### src/rtl/frame_input_controller.sv
// Multi-key input controller: synchronises and debounces NUM_KEYS game keys, collects
// press edges per game frame and queues one interrupt word per frame for the CPU.
module frame_input_controller #(
  parameter int unsigned NUM_KEYS        = 4,
  parameter int unsigned DEBOUNCE_CYCLES = 16,
  parameter int unsigned FIFO_DEPTH      = 4,
  parameter logic [4:0]  IRQ_OPCODE      = 5'b11111
) (
  input  logic                sysclk,
  input  logic                reset,
  input  logic [NUM_KEYS-1:0] keys,
  input  logic                frame_rt_clk,
  input  logic                irq_ack,
  output logic [31:0]         interrupt_instruction,
  output logic                irq_valid,
  output logic [NUM_KEYS-1:0] key_state,
  output logic                overflow
);

  localparam int unsigned CW = $clog2(DEBOUNCE_CYCLES);
  localparam int unsigned AW = $clog2(FIFO_DEPTH);
  localparam logic [CW-1:0] CNT_MAX = CW'(DEBOUNCE_CYCLES - 1);
  localparam logic [AW:0]   DEPTH_C = (AW + 1)'(FIFO_DEPTH);

  logic [NUM_KEYS-1:0] keys_meta_q, keys_sync_q;
  logic                frame_meta_q, frame_sync_q, frame_prev_q;
  logic [CW-1:0]       cnt_q [NUM_KEYS];
  logic [CW-1:0]       cnt_d [NUM_KEYS];
  logic [NUM_KEYS-1:0] key_state_q, key_state_d;
  logic [NUM_KEYS-1:0] pending_q, pending_d;
  logic [10:0]         frame_cnt_q, frame_cnt_d;
  logic [31:0]         mem_q [FIFO_DEPTH];
  logic [AW-1:0]       wr_ptr_q, wr_ptr_d, rd_ptr_q, rd_ptr_d;
  logic [AW:0]         count_q, count_d;
  logic [31:0]         head_q, head_d;
  logic                valid_q, valid_d;
  logic                overflow_q, overflow_d;

  logic [NUM_KEYS-1:0] press_s;
  logic                tick_s, pop_s, full_s, pend_any_s, push_s, ovf_set_s;
  logic [31:0]         push_word_s;

  // Per-key debounce: a new level must persist DEBOUNCE_CYCLES cycles before it is adopted.
  always_comb begin
    key_state_d = key_state_q;
    for (int k = 0; k < NUM_KEYS; k++) begin
      cnt_d[k] = {CW{1'b0}};
      if (keys_sync_q[k] == key_state_q[k]) begin
        cnt_d[k] = {CW{1'b0}};
      end else if (cnt_q[k] == CNT_MAX) begin
        key_state_d[k] = ~key_state_q[k];
        cnt_d[k]       = {CW{1'b0}};
      end else begin
        cnt_d[k] = cnt_q[k] + CW'(1'b1);
      end
    end
  end

  assign press_s     = key_state_d & ~key_state_q;
  assign tick_s      = frame_sync_q & ~frame_prev_q;
  assign pop_s       = irq_ack & valid_q;
  assign full_s      = (count_q == DEPTH_C);
  assign pend_any_s  = |pending_q;
  assign push_s      = tick_s & pend_any_s & (~full_s | pop_s);
  assign ovf_set_s   = tick_s & pend_any_s & full_s & ~pop_s;
  assign push_word_s = {IRQ_OPCODE, frame_cnt_q, 16'(pending_q)};

  // Frame bookkeeping and FIFO pointer/occupancy update.
  always_comb begin
    pending_d   = (push_s ? {NUM_KEYS{1'b0}} : pending_q) | press_s;
    frame_cnt_d = tick_s ? (frame_cnt_q + 11'd1) : frame_cnt_q;
    wr_ptr_d    = push_s ? (wr_ptr_q + AW'(1'b1)) : wr_ptr_q;
    rd_ptr_d    = pop_s ? (rd_ptr_q + AW'(1'b1)) : rd_ptr_q;
    overflow_d  = overflow_q | ovf_set_s;
    count_d     = count_q;
    case ({push_s, pop_s})
      2'b10:   count_d = count_q + (AW + 1)'(1'b1);
      2'b01:   count_d = count_q - (AW + 1)'(1'b1);
      default: count_d = count_q;
    endcase
    valid_d = (count_d != {(AW + 1){1'b0}});
  end

  // Next head word; the word being written may become the head in the same cycle.
  always_comb begin
    head_d = 32'h0000_0000;
    if (!valid_d) begin
      head_d = 32'h0000_0000;
    end else if (push_s && (wr_ptr_q == rd_ptr_d)) begin
      head_d = push_word_s;
    end else begin
      head_d = mem_q[rd_ptr_d];
    end
  end

  // Control state with synchronous active-low reset.
  always_ff @(posedge sysclk) begin
    if (!reset) begin
      keys_meta_q  <= {NUM_KEYS{1'b0}};
      keys_sync_q  <= {NUM_KEYS{1'b0}};
      frame_meta_q <= 1'b0;
      frame_sync_q <= 1'b0;
      frame_prev_q <= 1'b0;
      for (int k = 0; k < NUM_KEYS; k++) begin
        cnt_q[k] <= {CW{1'b0}};
      end
      key_state_q <= {NUM_KEYS{1'b0}};
      pending_q   <= {NUM_KEYS{1'b0}};
      frame_cnt_q <= 11'd0;
      wr_ptr_q    <= {AW{1'b0}};
      rd_ptr_q    <= {AW{1'b0}};
      count_q     <= {(AW + 1){1'b0}};
      head_q      <= 32'h0000_0000;
      valid_q     <= 1'b0;
      overflow_q  <= 1'b0;
    end else begin
      keys_meta_q  <= keys;
      keys_sync_q  <= keys_meta_q;
      frame_meta_q <= frame_rt_clk;
      frame_sync_q <= frame_meta_q;
      frame_prev_q <= frame_sync_q;
      for (int k = 0; k < NUM_KEYS; k++) begin
        cnt_q[k] <= cnt_d[k];
      end
      key_state_q <= key_state_d;
      pending_q   <= pending_d;
      frame_cnt_q <= frame_cnt_d;
      wr_ptr_q    <= wr_ptr_d;
      rd_ptr_q    <= rd_ptr_d;
      count_q     <= count_d;
      head_q      <= head_d;
      valid_q     <= valid_d;
      overflow_q  <= overflow_d;
    end
  end

  // Storage needs no reset: entries are only observed through the pointers.
  always_ff @(posedge sysclk) begin
    if (push_s) begin
      mem_q[wr_ptr_q] <= push_word_s;
    end
  end

  assign interrupt_instruction = head_q;
  assign irq_valid             = valid_q;
  assign key_state             = key_state_q;
  assign overflow              = overflow_q;

endmodule

### config.mk
export PLATFORM = sky130hd
export DESIGN_NAME = frame_input_controller
export DESIGN_NICKNAME = d
export VERILOG_FILES = /design/src/rtl/frame_input_controller.sv
export SDC_FILE = /design/constraint.sdc
export NUM_CORES = 1
export LEC_CHECK = 0
export ABC_AREA = 1
export BUFFER_PORTS_ARGS = -buffer_cell sky130_fd_sc_hd__clkbuf_2
export CORE_MARGIN = 3
export CORE_UTILIZATION = 50
export CTS_CLUSTER_DIAMETER = 30
export DETAILED_ROUTE_END_ITERATION = 8
export PLACE_DENSITY = 0.71
export SLEW_MARGIN = 15
export SYNTH_ARGS = -nofsm -noshare
export SYNTH_HDL_FRONTEND = slang
export SYNTH_SLANG_ARGS = --single-unit
### constraint.sdc
create_clock -name sysclk -period 2.7 [get_ports sysclk]
set_clock_uncertainty 0.1 [all_clocks]
set_input_delay 0.405 -clock sysclk [delete_from_list [all_inputs] [get_ports sysclk]]
set_output_delay 0.405 -clock sysclk [all_outputs]
set_load 0.05 [all_outputs]
* After elaboration in Yosys (flattened, before gate mapping)
Memories as Yosys holds them, arrays and structs flattened. A register that Yosys moved wholly into a read port is not among the register bits. Index checks and enable logic that the tools add are counted. W data, S select, Z words.
Cells by class: $add $sub $neg 9, reductions and logical operators 6, bitwise operators 24, muxes and demuxes 28, equal/unequal tests 12
Operators by type and width (number):
- $mux W4 | 13
- $mux W32 | 1
- $add A4 B1 Y4 const B | 4
- $eq A4 B4 Y1 const B | 4
- $mux W1 | 12
- $add A11 B1 Y11 const B | 1
- $not A1 Y1 | 9
- $and A1 B1 Y1 | 6
- $or A1 B1 Y1 | 6
- $pmux W3 S2 | 1
- $add A2 B1 Y2 const B | 2
- $and A4 B4 Y4 | 1
- $eq A1 B1 Y1 | 4
- $not A4 Y4 | 1
- $or A4 B4 Y4 | 1
- $reduce_or A4 Y1 | 1
- $add A3 B1 Y3 const B | 1
- $eq A3 B3 Y1 const B | 1
- $reduce_bool A3 Y1 | 1
- $reduce_or A3 Y1 | 1
- $sub A3 B1 Y3 const B | 1
- $eq A2 B1 Y1 const B | 1
- $eq A2 B2 Y1 | 1
- $eq A2 B2 Y1 const B | 1
- other kinds (4) | 4
Word-level totals: input port bits 8, logic and storage cells 96, memories 2, RAM bits 76, flip-flop bits (word level) 71, output and inout port bits 38
Memories:
- mem_q | depth 4, bits a word 15, read ports 1, clocked after memory_dff 1, write ports 1, RTL line 32 | logic [31:0] mem_q [FIFO_DEPTH];
- cnt_q | depth 4, bits a word 4, read ports 4, clocked after memory_dff 0, write ports 4, RTL line 27 | logic [CW-1:0] cnt_q [NUM_KEYS];

* Longest topological paths before layout
word-level depth 9, mapped depth 14, depth with buffers taken out 13

* Worst setup path after synthesis
No wires, ideal clock.
kind reg-to-reg, start register valid_q (netlist: irq_valid), end memory mem_q[0][0] (netlist bit) (enable), cell stages (with the launch flop) 6, data required time 2.213 ns, library setup time 0.387 ns, data arrival time 1.932 ns, buffers on the path 1, setup slack 0.282 ns, clock period less this slack 2.418 ns, cells stage by stage dfxtp_1 nand2_2 nand3_1 nand3_2 clkbuf_1 nor2_1
Between the ends: longest elaborated chain between the ends 5
Ends and longest elaborated chain:
- from (decl) | RTL line 36 | logic valid_q, valid_d;
- from (signal assigned) | RTL line 132 | valid_q <= valid_d;
- $and A1 B1 Y1 | RTL line 61 | assign pop_s = irq_ack & valid_q;
- $or A1 B1 Y1 | RTL line 64 | assign push_s = tick_s & pend_any_s & (~full_s | pop_s);
- $and A1 B1 Y1 | RTL line 64
- $mux W1 | RTL line 139 | if (push_s) begin
- $mux W1 (implied by the code) | RTL line 140 | mem_q[wr_ptr_q] <= push_word_s;
- to (decl) | RTL line 32
Every way passes these cells.

* Worst setup path after layout
start register pending_q[2], end register head_q[23] (netlist: interrupt_instruction[23]), read port of mem_q
Between the ends: longest elaborated chain between the ends 8, elaborated cells on any way between the ends 9, those cells by class 2 x eq/ne; 1 x mux; 2 x bitwise; 4 x reduce/logical
Ends and longest elaborated chain:
- from (decl) | RTL line 30 | logic [NUM_KEYS-1:0] pending_q, pending_d;
- from (signal assigned) | RTL line 108 | pending_q <= {NUM_KEYS{1'b0}};
- from (signal assigned) | RTL line 126 | pending_q <= pending_d;
- $reduce_or A4 Y1 (*) | RTL line 63 | assign pend_any_s = |pending_q;
- $and A1 B1 Y1 (*) (2 in series) | RTL line 64
- $eq A2 B1 Y1 or $eq A2 B2 Y1 (tied branches) | RTL line 76 | case ({push_s, pop_s})
- $pmux W3 S2 (*) | RTL line 76
- $reduce_bool A3 Y1 (*) | RTL line 81 | valid_d = (count_d != {(AW + 1){1'b0}});
- $reduce_and A2 Y1 (no line) (*)
- $logic_not A1 Y1 (no line) (*)
- to (decl) | RTL line 35 | logic [31:0] head_q, head_d;
Mark *: on every way between the ends. The rest lies on a longest branch, timed or not. A chain may end at the register's enable or synchronous reset.

==> summary.txt <==
Run status
  – Status: completed

Power
  – Part of the power in registers: 0.385
  – PwrDens: 937 nW/um^2
  – Comb power frac: 0.248
  – Leak Pwr: 2.81 nW
  – Clk pwr share: 0.367
  – Sw Pwr: 0.00205 W
  – VDD IR-drop max: 0.000671 V
  – Tot Pwr: 0.00592 W
  – Switching Fraction: 0.347
  – Internal power: 0.00387 W

Min path
  – Min-delay worst type: reg -> reg
  – Hold depth: 2
  – Hold Crit Endpoint: keys_sync_q[3]$_SDFF_PN0_
  – Hold path start: keys_meta_q[3]$_SDFF_PN0_

CTS
  – Root buffer cell: clkbuf_8
  – Clk Latency, worst-skew pair: 0.51 ns
  – H-tree lvl count: 4
  – Clk sinks: 131
  – CTS tree: done
  – Max clock buf depth: 2
  – Worst-path clk slew: 0.06 ns
  – TritonCTS buffer count: 17
  – Post-cts resize count: 0

Die
  – Die boundary width: 110 um
  – I/O Pins: 46
  – Die height: 110 um
  – Core area: 10500 sq um
  – Die Footprint: 12200 sq um
  – Starting Density: 0.521
  – Row count: 37

Timing
  – Tcrit/Tclk final: 0.891
  – Slew margin rel.: 0.607
  – Max Fclk: 0.416 GHz
  – Unrepaired setup endpoints after global routing: no
  – Post-Route Setup TNS: 0 ns
  – Final Hold Fails: 0
  – Final setup viols: 0
  – Slew at the pin with the worst max-slew slack: 0.590 ns
  – Min Hold Slack: 0.309 ns
  – Slew Limit Fails: 0
  – Min Tclk post-route: 2.41 ns

Setup path
  – CP Class: reg -> reg
  – CP peak stage delay: 0.45 ns
  – R2R Path Start: pending_q[2]$_SDFF_PN0_
  – Crit path max fanout: 17
  – Critical Path AT: 2.69 ns
  – CP Data Required Time: 2.98 ns
  – Worst Setup SP: pending_q[2]$_SDFF_PN0_
  – Worst R2R Setup Slack: 0.29 ns
  – Cell at the slowest stage of the critical path: dfxtp_1
  – CP startpoint kind: flop
  – Crit-path cells: nor2_1 > nand2_1 > nand2_2 > nand2_2 > inv_1 > fa_1 > inv_1 > nand2_1 > a21oi_1 > nor2_2 > nor2_4 > nor2_1
  – R2R cell count: 12
  – CP endpoint kind: flop
  – R2r endpoint: interrupt_instruction[23]$_SDFF_PN0_

Detailed routing
  – Routed vias: 3765
  – Routed Antenna Nets: 0
  – 1st-iter DRT viols: 225
  – First-pass detailed-route iteration total: 6
  – Overall routed net length: 10100 um
  – Vias per cell: 4.86
  – DRC Markers: 0
  – Routed WL per cell: 13.0 um

Place
  – GPL Wtd Cong: 0.774
  – I/O Buffers: 33
  – Hpwl dp: 6250 um

GRT
  – Vias in the first global route: 3618
  – Largest net degree at the start of global routing: 62
  – Total grt overflow: 0
  – GRT Overall Usage: 0.174
  – Initial antenna violation count: 0
  – First-pass GRT wire length: 17100 um

Finish
  – Nets@finish: 643
  – Synth-to-Final Area Change: 15.8%
  – Most common cell after layout, fill and taps aside: nand2_1
  – Register area: 3220 sq um
  – Ant. Diodes: 0
  – Layout cells sized above 1: 0.150
  – Multi-input gate area: 1700 sq um
  – Commonest non-fill, non-tap cells in the layout: 117 x nand2_1, 91 x inv_1, 71 x dfxtp_1, 63 x nor2_1, 60 x edfxtp_1
  – Fillers: 874

Synthesis
  – Number of synthesized register bits: 131
  – Post-synthesis cell count: 579
  – Syn avg cell area: 9.42 sq um
  – Mapped cell area: 5450 sq um
  – Largest cells by area after synthesis: edfxtp_1 33%, dfxtp_1 26%, nand2_1 8.1%
  – Count of cell types in the netlist: 34
  – Share of the synthesized area in the top cell type: 0.330
  – YS warnings: 0
  – Cell taking the most area after synthesis: edfxtp_1
  – Sequential area share after synthesis: 0.591

Job
  – Max Cap Viol: 0
==> per-stage QoR <==
stage               std cells  worst slack [ns]  instance area (sq um)   util
finish                    774             0.295                   6320  0.604
global placement          737             0.485                   5690  0.544
global route              774            0.0522                   6320  0.604
detailed placement        737             0.344                   5690  0.544
floorplan                 590             0.282                   5500      -
CTS                       774             0.292                   6320  0.604
==> layer usage <==
metal  part of all wire  global-route usage  up-vias
met5                  0                   0        -
met4              0.016              0.0780        0
met3              0.061              0.0493       16
met2               0.48               0.277      109
met1               0.44               0.222     1718
li1                   -                   -     1922
==> power by group through the flow <==
| stage | clock network [W] | registers (W) | logic (W) |
|---|---|---|---|
| 3_3_place_gp | 0 | 0.00232 | 0.00144 |
| 4_1_cts | 0.00222 | 0.00228 | 0.00148 |
| 2_1_floorplan | 0 | 0.00272 | 0.000851 |
| 6_report | 0.00217 | 0.00228 | 0.00147 |
| 3_5_place_dp | 0 | 0.00232 | 0.00147 |
| 5_1_grt | 0.00230 | 0.00230 | 0.00163 |
==> Yosys cell counts (all sizes together) <==
cell	n
xor2	4
buf	27
nor3b	2
nand2	126
o211ai	34
and3	1
a21oi	18
clkbuf	5
clkinv	1
nor2	66
o21ai	8
conb	1
ha	9
fa	1
nand3	34
o21a	5
edfxtp	60
inv	96
nor3	4
nand4	2
xnor2	4
dfxtp	71
==> logic make-up after synthesis <==
| group | count (synthesis) | share of synthesized area |
|---|---|---|
| compound gates | 65 | 0.0796 |
| xor+xnor | 8 | 0.0128 |
| fa+ha+maj | 10 | 0.0243 |
| buf+inv | 129 | 0.106 |
| flops | 131 | 0.591 |
| other cells | 1 | 0.000688 |
| simple gates | 235 | 0.186 |
==> state kept, by name, indices dropped and copies added, names as in the netlist <==
signal,flops
wr_ptr_q,2
rd_ptr_q,2
key_state,4
frame_sync_q,1
count_q,3
overflow,1
frame_prev_q,1
cnt_q,16
irq_valid,1
interrupt_instruction,16
pending_q,4
frame_meta_q,1
mem_q,60
keys_meta_q,4
frame_cnt_q,11
keys_sync_q,4
==> worst max-delay path: cells and delay by family, from the launching register on <==
family,cells,cell delay [ns]
adders and majority gates,1,0.37
and+or+nand+nor,8,1.02
buffers and inverters,2,0.12
DFF,1,0.45
AOI/OAI and AO/OA,1,0.20
==> timing repair <==
| action | 4_1_cts | 5_1_grt |
|---|---|---|
| hold buffers | 5 | 0 |
| endpoints found under the hold margin | 5 | 0 |
| buffers inserted | 0 | 0 |
==> how the worst max path moves through the flow <==
stage,end,slack (ns),depth (start not counted)
6_report,interrupt_instruction[23]$_SDFF_PN0_,0.29,12
5_1_grt,interrupt_instruction[23]$_SDFF_PN0_,0.05,12
4_1_cts,interrupt_instruction[23]$_SDFF_PN0_,0.29,12
3_5_place_dp,interrupt_instruction[23]$_SDFF_PN0_,0.34,12
3_3_place_gp,interrupt_instruction[21]$_SDFF_PN0_,0.49,12
2_1_floorplan,mem_q[0][0]$_DFFE_PP_,0.28,5
==> layout make-up <==
class                      count  share of cell area
tap                          136              0.0269
multi-input combinational    330               0.269
inverter                      97              0.0576
timing repair buffer          48              0.0459
sequential                   131               0.510
clock inverter                13              0.0190
clock buffer                  19              0.0717
No activity file was read; power rests on OpenSTA's default activity.
